`config.mk`:
```
export PLATFORM = sky130hd
export DESIGN_NAME = fft_frame_arbiter
export DESIGN_NICKNAME = d
export VERILOG_FILES = /design/src/rtl/fft_frame_arbiter.sv
export SDC_FILE = /design/constraint.sdc
export NUM_CORES = 1
export LEC_CHECK = 0
export ABC_CLOCK_PERIOD_IN_PS = 2100
export CAP_MARGIN = 5
export CELL_PAD_IN_SITES_DETAIL_PLACEMENT = 0
export CELL_PAD_IN_SITES_GLOBAL_PLACEMENT = 2
export CORE_MARGIN = 1.5
export CORE_UTILIZATION = 25
export DETAILED_ROUTE_END_ITERATION = 12
export PLACE_DENSITY = 0.8
export SYNTH_ARGS = -nofsm -noshare
export SYNTH_HDL_FRONTEND = slang
export SYNTH_SLANG_ARGS = --single-unit
```
`constraint.sdc`:
```
create_clock -name clk -period 2.1 [get_ports clk]
set_input_delay 0.42 -clock clk [delete_from_list [all_inputs] [get_ports clk]]
set_output_delay 0.42 -clock clk [all_outputs]
set_load 0.05 [all_outputs]
```
`src/rtl/fft_frame_arbiter.sv`:
```
// Frame-granular round-robin arbiter in front of a shared streaming FFT.
// Admits whole frames against output-FIFO credits and tags results with channel/last.
module fft_frame_arbiter #(
  parameter int N          = 16,
  parameter int DATA_WIDTH = 16,
  parameter int OUT_DEPTH  = 32,
  parameter int TAG_DEPTH  = 4
) (
  input  logic                         clk,
  input  logic                         rst_n,
  input  logic [1:0]                   ch_valid,
  output logic [1:0]                   ch_ready,
  input  logic signed [DATA_WIDTH-1:0] ch0_real,
  input  logic signed [DATA_WIDTH-1:0] ch0_imag,
  input  logic signed [DATA_WIDTH-1:0] ch1_real,
  input  logic signed [DATA_WIDTH-1:0] ch1_imag,
  output logic                         fft_valid,
  output logic signed [DATA_WIDTH-1:0] fft_real,
  output logic signed [DATA_WIDTH-1:0] fft_imag,
  input  logic                         res_valid,
  input  logic                         out_rd,
  output logic                         res_ch,
  output logic                         res_last,
  output logic                         busy,
  output logic                         err_orphan
);

  localparam int CNT_W  = $clog2(N);
  localparam int CRD_W  = $clog2(OUT_DEPTH + 1);
  localparam int PTR_W  = (TAG_DEPTH > 1) ? $clog2(TAG_DEPTH) : 1;
  localparam int TCNT_W = $clog2(TAG_DEPTH + 1);

  typedef enum logic {IDLE, STREAM} state_t;

  state_t             state, state_nxt;
  logic               last_grant;
  logic               chosen, start, beat, push, pop, tag_ne, orphan_hit;
  logic [CNT_W-1:0]   count, rcnt;
  logic [CRD_W-1:0]   credits, credits_nxt;
  logic               tag_mem [TAG_DEPTH];
  logic [PTR_W-1:0]   rd_ptr, wr_ptr;
  logic [TCNT_W-1:0]  tag_cnt;
  logic               vld_p1;
  logic signed [DATA_WIDTH-1:0] real_p1, imag_p1;

  always_comb begin
    state_nxt = state;
    chosen    = last_grant;
    start     = 1'b0;
    beat      = 1'b0;
    ch_ready  = 2'b00;
    case (state)
      IDLE: begin
        chosen = (ch_valid == 2'b11) ? ~last_grant : ch_valid[1];
        start  = (|ch_valid) && (credits >= CRD_W'(N)) && (tag_cnt != TCNT_W'(TAG_DEPTH));
        if (start) state_nxt = STREAM;
      end
      STREAM: begin
        ch_ready[last_grant] = 1'b1;
        beat = ch_valid[last_grant];
        if (beat && count == CNT_W'(N - 1)) state_nxt = IDLE;
      end
      default: state_nxt = IDLE;
    endcase
  end

  // A start with a same-cycle out_rd nets -N+1; otherwise out_rd saturates at OUT_DEPTH.
  always_comb begin
    credits_nxt = credits;
    if (start)
      credits_nxt = credits - CRD_W'(N) + CRD_W'(out_rd);
    else if (out_rd && credits != CRD_W'(OUT_DEPTH))
      credits_nxt = credits + CRD_W'(1);
  end

  always_comb begin
    push       = start;
    tag_ne     = (tag_cnt != '0);
    pop        = res_valid && tag_ne && (rcnt == CNT_W'(N - 1));
    orphan_hit = res_valid && !tag_ne;
    res_ch     = tag_mem[rd_ptr];
    res_last   = res_valid && (rcnt == CNT_W'(N - 1));
    busy       = (state != IDLE) || tag_ne;
  end

  always_ff @(posedge clk or negedge rst_n) begin
    if (!rst_n) begin
      state      <= IDLE;
      last_grant <= 1'b1;
      count      <= '0;
      credits    <= CRD_W'(OUT_DEPTH);
      rd_ptr     <= '0;
      wr_ptr     <= '0;
      tag_cnt    <= '0;
      rcnt       <= '0;
      err_orphan <= 1'b0;
    end else begin
      state   <= state_nxt;
      credits <= credits_nxt;
      if (start) begin
        last_grant <= chosen;
        count      <= '0;
      end else if (beat) begin
        count <= count + CNT_W'(1);
      end
      if (push) wr_ptr <= (wr_ptr == PTR_W'(TAG_DEPTH - 1)) ? '0 : wr_ptr + PTR_W'(1);
      if (pop)  rd_ptr <= (rd_ptr == PTR_W'(TAG_DEPTH - 1)) ? '0 : rd_ptr + PTR_W'(1);
      if (push && !pop)      tag_cnt <= tag_cnt + TCNT_W'(1);
      else if (pop && !push) tag_cnt <= tag_cnt - TCNT_W'(1);
      if (res_valid && tag_ne) rcnt <= pop ? '0 : rcnt + CNT_W'(1);
      if (orphan_hit) err_orphan <= 1'b1;
    end
  end

  always_ff @(posedge clk) begin
    if (push) tag_mem[wr_ptr] <= chosen;
  end

  // Stage p1: registered copy of the accepted beat into the FFT input.
  always_ff @(posedge clk or negedge rst_n) begin
    if (!rst_n) begin
      vld_p1  <= 1'b0;
      real_p1 <= '0;
      imag_p1 <= '0;
    end else begin
      vld_p1 <= beat;
      if (beat) begin
        real_p1 <= last_grant ? ch1_real : ch0_real;
        imag_p1 <= last_grant ? ch1_imag : ch0_imag;
      end
    end
  end

  assign fft_valid = vld_p1;
  assign fft_real  = real_p1;
  assign fft_imag  = imag_p1;

endmodule

```
==> flow_summary.yaml, run 1 <==
floorplanning:
  fp.dieH_um: 114
  die_x_um: 114
  initial_utilization_pct: 25.7
  core_area_mm2: 0.0120
  die_area_mm2: 0.0130
  pin_count: 109
  rows: 40
clock_network:
  cts_buffers: 9
  cts.path.max_buffers: 2
  htreeDepth: 3
  clk_latency_ns: 0.32
  clockRootBuffer: "clkbuf_16"
  cts_tree: "done"
  clk_pin_slew_ns: 0.06
  cts_sinks: 61
pwr:
  power_frac_comb_pct: 51.9
  pwr-share-clk_pct: 19.6
  power_mw: 7.58
  switchingPower_mw: 3.30
  p_sw_share_pct: 43.5
  p_int_mw: 4.28
  seqPwrFrac_pct: 28.6
  pwr_density_cell_mw_per_mm2: 1580
  peakVddDrop_mv: 0.581
  cellLeakagePower_nw: 2.08
final_layout:
  fill_cells: 1191
  final_common_cell: "clkdlybuf4s50_1"
  finalNetCount: 496
  final_cells: 565
  fin_area_mm2: 0.00480
  multi_input_area_mm2: 0.00143
  syn2layout_area_growth_pct: 55.4
  drive_above_1_share_pct: 14.4
  mostFrequentLayoutCells: "clkdlybuf4s50_1, dfrtp_1, nand2_1"
  seqCellArea_mm2: 0.00155
  post-route-util_pct: 39.9
logic_synthesis:
  synth_seq_cells: 61
  synth_compound_area_share_pct: 9.85
  yosys.area_share.simple_pct: 13.6
  yosys_warnings: 0
  synth_top_family_by_area: "multiplexers"
  synth_seq_area_share_pct: 50.2
  syn_nets: 370
  synth_flop_cell: "dfrtp_1"
  synthAdderAreaFrac_pct: 5.51
  syn_area_mm2: 0.00309
  synthCells: 287
  synth-xor-area-share_pct: 2.55
  synth_cell_types: 41
  synthMuxAreaShare_pct: 14.3
  async_reset_ff_share_pct: 93.4
  syn_area_per_cell_um2: 10.8
  synth_edf_count: 4
global_routing:
  grt_util_all_layers_pct: 12.0
  use_met1_pct: 14.4
  first_global_vias: 2521
  grt_pass1_wl_um: 12100
  overflow: 0
  grt_use_met2_pct: 19.2
  busiest_layer: "met2"
  grt_max_degree: 39
  antenna_found_initial: 0
  grt.met3_usage_pct: 4.61
placement:
  port_buffers: 108
  postPlaceCellArea_mm2: 0.00446
  hpwl_um: 5310
  gp_congestion: 0.756
  placed_cells: 545
worst_setup_path:
  path_max_fanout: 2
  worstPathArrival_ns: 2.23
  reg2reg_slack_ns: 0.08
  crit_path_end: "tag_cnt[1]"
  r2r-start: "rcnt[0]"
  crit_path_max_incr_delay_ns: 0.49
  cp_cell_sequence: "clkdlybuf4s50_1, nand4_1, nor2_2, inv_1, ha_1, inv_1, fa_1, mux2_2"
  end_kind: "flop"
  cp_slowest_cell: "clkdlybuf4s50_1"
  crit_required_ns: 2.31
  startpoint: "res_valid"
  r2r-end: "tag_cnt[1]"
  cp_common_cell: "inv_1"
  crit_type: "in2reg"
  r2r_cells: 8
  start_kind: "primary input"
drt:
  vias: 2484
  drc: 0
  drtAntennaViolNets: 0
  wire_per_inst_um: 12.9
  firstDrtPassIters: 4
  via_per_inst: 4.40
  routed_wl_um: 7300
  drtIter0Drc: 94
timing:
  finalSetupViolations: 0
  skew_ns: 0.00693
  finalCriticalPeriod_ns: 2.03
  min_period_over_period_pct: 96.5
  slew_violations: 0
  slew_headroom_pct: 62.5
  fmax_ghz: 0.494
  whs_ns: 0.0614
  tightest_slew_ns: 0.563
  hold_viol: 0
run_status:
  status: "finished, final reports clean"
worst_hold_path:
  worstHoldPathType: "in2async"
job:
  maxCapViolCount: 0
[flip-flops by register name, indices dropped and copies added (netlist names), 3 cells and up]
| signal | cells |
|---|---|
| fft_imag | 16 |
| fft_real | 16 |
| credits | 6 |
| count | 4 |
| rcnt | 4 |
| tag_mem | 4 |
| tag_cnt | 3 |
[logic make-up after synthesis]
family          after synthesis
fa+ha+maj                    13
mux                          42
buf+inv                      25
compound gates               53
xor+xnor                      9
flops                        61
simple gates                 84
[worst min-delay path by stage]
stage           from     endpoint  slack [ns]  cells past startpoint
5_1_grt        rst_n  fft_real[4]        0.09                      1
2_1_floorplan  rst_n     count[0]        0.12                      0
6_report       rst_n  fft_real[4]        0.06                      1
3_3_place_gp   rst_n    fft_valid        0.42                      1
3_5_place_dp   rst_n    fft_valid        0.42                      1
4_1_cts        rst_n  fft_real[4]        0.07                      1
[per-layer routing]
layer  vias up  wire length (µm)  share of wire (%)
li1       1258                 -                  -
met1      1137              3280                 45
met2        77              3400                 47
met3        12               500                6.8
met4         0               121                1.7
met5         -                 0                  0
[synth_stat cells (2+ instances only)]
master,number,area [µm²]
edfxtp_1,4,120
a21o_1,3,22.5
o31ai_1,2,15.0
nand2_1,43,161
buf_4,6,45.0
nand4_1,6,37.5
dfstp_2,2,52.6
buf_2,7,35.0
dfrtp_1,55,1380
a21oi_1,3,15.0
nand3b_1,2,15.0
mux2i_1,35,350
nor3_1,2,10.0
clkbuf_1,2,7.51
xnor2_1,4,35.0
inv_1,10,37.5
o21ai_0,39,195
ha_1,12,150
xor2_1,5,43.8
nand3_1,7,35.0
mux2_2,6,67.6
and2_1,5,31.3
nor2_1,9,33.8
[metrics by stage]
stage / setup slack [ns] / setup TNS, ns
floorplan: 0.0170 / 0
global placement: -0.182 / -0.334
detailed placement: -0.267 / -0.449
CTS: 0.00195 / 0
global route: -0.0317 / -0.0317
finish: 0.0737 / 0
[critical path: cells and delay by family]
| family | cells | cell delay, ns |
|---|---|---|
| multiplexers | 1 | 0.28 |
| buffers and inverters | 3 | 0.64 |
| adder cells (fa/ha/maj) | 2 | 0.62 |
| AND/OR/NAND/NOR | 2 | 0.27 |
[timing repair]
| action | in CTS | in global routing |
|---|---|---|
| resized for setup | 0 | 3 |
| hold buffers | 0 | 0 |
| endpoints found under the setup margin | 0 | 2 |
| setup buffers | 0 | 4 |
[final cells by class]
type,instances,share of cell area (%)
Sequential cell,61,32.3
Clock inverter,4,0.991
Timing Repair Buffer,130,26.9
Antenna cell,1,0.0522
Clock buffer,11,5.27
Multi-Input combinational cell,201,29.9
Inverter,10,0.782
Tap cell,147,3.83
[power groups by stage]
stage / Clock (mW) / Combinational (mW) / Sequential [mW]
global route: 1.59 / 4.28 / 2.25
finish: 1.49 / 3.93 / 2.17
global placement: 0 / 3.88 / 2.16
floorplan: 0 / 1.57 / 3.18
CTS: 1.54 / 3.94 / 2.17
detailed placement: 0 / 3.94 / 2.17
(Power assumes the default switching activity.)
==> run 2, diff against run 1 <==
Settings changed: ABC_CLOCK_PERIOD_IN_PS 2100 to 2400, CORE_UTILIZATION 25 to 29, PLACE_DENSITY 0.8 to 0.87, SETUP_SLACK_MARGIN from default to 0.5.
Clock period 2.1 ns to 2.4 ns, I/O delays scaled along.
==> run 2 against run 1 <==
  * Flip-flop and latch count is the same
  * Wire length shrank 3.9%
  * Clock skew grew 0.0057 ns
  * Sequential power shrank 12%
  * Largest cell class unchanged
  * Die area shrank 13%
  * Hold slack gained 0.038 ns
  * Clock power shrank 29%
  * Final cell count grew 0.35%
  * Critical endpoint is now rd_ptr[1]
  * Count of clock-buffer cells in the layout is the same
==> flow_summary.yaml, run 2 (same netlist as run 1, synthesis figures left out) <==
worst_setup_path:
  cp_slowest_cell: "dfrtp_2"
  path_max_fanout: 4
  reg2reg_slack_ns: 0.45
  cp_common_cell: "buf_6"
  r2r-end: "rd_ptr[1]"
  worstPathArrival_ns: 2.16
  crit_type: "reg2reg"
  cp_top_family: "buffers and inverters"
  r2r-start: "tag_cnt[2]"
  crit_required_ns: 2.60
  crit_path_max_incr_delay_ns: 0.45
  r2r_cells: 10
  cp_cell_sequence: "nor3_4, nor2_2, buf_4, buf_4, buf_6, buf_6, buf_6, buf_6, buf_6, mux2_4"
  cp_num_buf_inv: 7
  start_kind: "flop"
  end_kind: "flop"
placement:
  placed_cells: 527
  gp_congestion: 0.712
  post-place-ws_ns: 0.0380
  hpwl_um: 5120
  port_buffers: 108
final_layout:
  final_common_cell: "clkdlybuf4s50_1"
  antenna_cells: 0
  finalNetCount: 509
  final_cells: 567
  syn2layout_area_growth_pct: 56.6
  drive_above_1_share_pct: 20.0
  mostFrequentLayoutCells: "clkdlybuf4s50_1, dfrtp_1, nand2_1"
floorplanning:
  die_x_um: 106
  die_area_mm2: 0.0113
  fp.dieH_um: 106
  rows: 37
  pin_count: 109
  initial_utilization_pct: 29.9
  core_area_mm2: 0.0103
drt:
  firstDrtPassIters: 6
  drc: 0
  drtAntennaViolNets: 0
  wire_per_inst_um: 12.4
  routed_wl_um: 7010
  drtIter0Drc: 69
  via_per_inst: 4.40
  vias: 2496
worst_hold_path:
  worstHoldPathType: "in2async"
global_routing:
  grt_pass1_wl_um: 11500
  grt.met3_usage_pct: 4.23
  grt_max_degree: 65
  busiest_layer: "met2"
  overflow: 0
  first_global_vias: 2522
  grt_util_all_layers_pct: 12.7
  antenna_found_initial: 0
  grt_use_met2_pct: 21.8
  use_met1_pct: 14.7
pwr:
  peakVddDrop_mv: 0.448
  cellLeakagePower_nw: 2.19
  power_mw: 6.35
  pwr_density_cell_mw_per_mm2: 1310
clock_network:
  clockRootBuffer: "clkbuf_8"
  cts.path.max_buffers: 2
  cts_hold_buf: 0
  clk_pin_slew_ns: 0.08
  cts_sinks: 61
  htreeDepth: 3
  clk_latency_ns: 0.33
  cts_buffers: 9
  cts_tree: "done"
timing:
  tightest_slew_ns: 0.523
  finalCriticalPeriod_ns: 1.95
  skew_ns: 0.0126
  min_period_over_period_pct: 81.4
  fin_tns_setup_ns: 0
  whs_ns: 0.0997
  fmax_ghz: 0.512
  slew_headroom_pct: 65.3
  hold_viol: 0
  slew_violations: 0
  finalSetupViolations: 0
  fin_ws_ns: 0.446
  rsz0062_at_grt: "true"
job:
  maxCapViolCount: 0
run_status:
  status: "finished, final reports clean"
[run 2: cell count changes in the layout (fill, tap and decap cells not counted), sizes merged]
cell / change
clkdlybuf4s50: -37
buf: +13
clkinvlp: +1
diode: -1
dlygate4sd2: +37
bufinv: +1
inv: +1
clkinv: -2
[run 2: report_power, final]
group          total (mW)  internal (mW)  switching [mW]
clock network        1.06          0.642           0.415
logic                3.39           1.29            2.10
registers            1.90           1.53           0.368
[run 2: routing by layer]
layer	wire length [µm]	up-vias
met5	0	-
met4	54	0
met3	408	7
met2	3590	55
met1	2960	1155
li1	-	1279
[run 2: worst register-to-register path, stage by stage, from the launching register on]
cell     delay, ns
dfrtp_2       0.45
nor3_4        0.26
nor2_2        0.08
buf_4         0.13
buf_4         0.12
buf_6         0.10
buf_6         0.10
buf_6         0.10
buf_6         0.10
buf_6         0.10
mux2_4        0.28
[run 2: area by class of cell]
cell class,count,area (µm²)
clock inverters,5,81.3
fillers,1002,5490
flip-flops and latches,61,1560
repair buffers,143,1350
clock buffers,11,151
inverters,10,40.0
multi-input cells,201,1490
well taps,136,170
[run 2: worst max-delay path by stage]
stage	from	endpoint	slack, ns	cells past startpoint
2_1_floorplan	state	tag_cnt[2]	0.42	10
3_3_place_gp	ch_valid[1]	tag_cnt[2]	0.07	9
3_5_place_dp	ch_valid[1]	tag_cnt[2]	0.04	9
4_1_cts	tag_cnt[0]	rd_ptr[1]	0.43	10
5_1_grt	tag_cnt[2]	rd_ptr[1]	0.39	10
6_report	tag_cnt[2]	rd_ptr[1]	0.45	10
[run 2: repair_timing]
item	in CTS	in global routing
pin swaps	8	5
endpoints found under the setup margin	41	7
resized for setup	56	19
buffers inserted	18	6
[run 2: through the flow]
| step | area (µm²) | utilization [%] |
|---|---|---|
| 5_1_grt | 4840 | 46.8 |
| 3_5_place_dp | 4390 | 42.5 |
| 4_1_cts | 4730 | 45.8 |
| 6_report | 4840 | 46.8 |
| 3_3_place_gp | 4390 | 42.5 |
| 2_1_floorplan | 3120 | - |
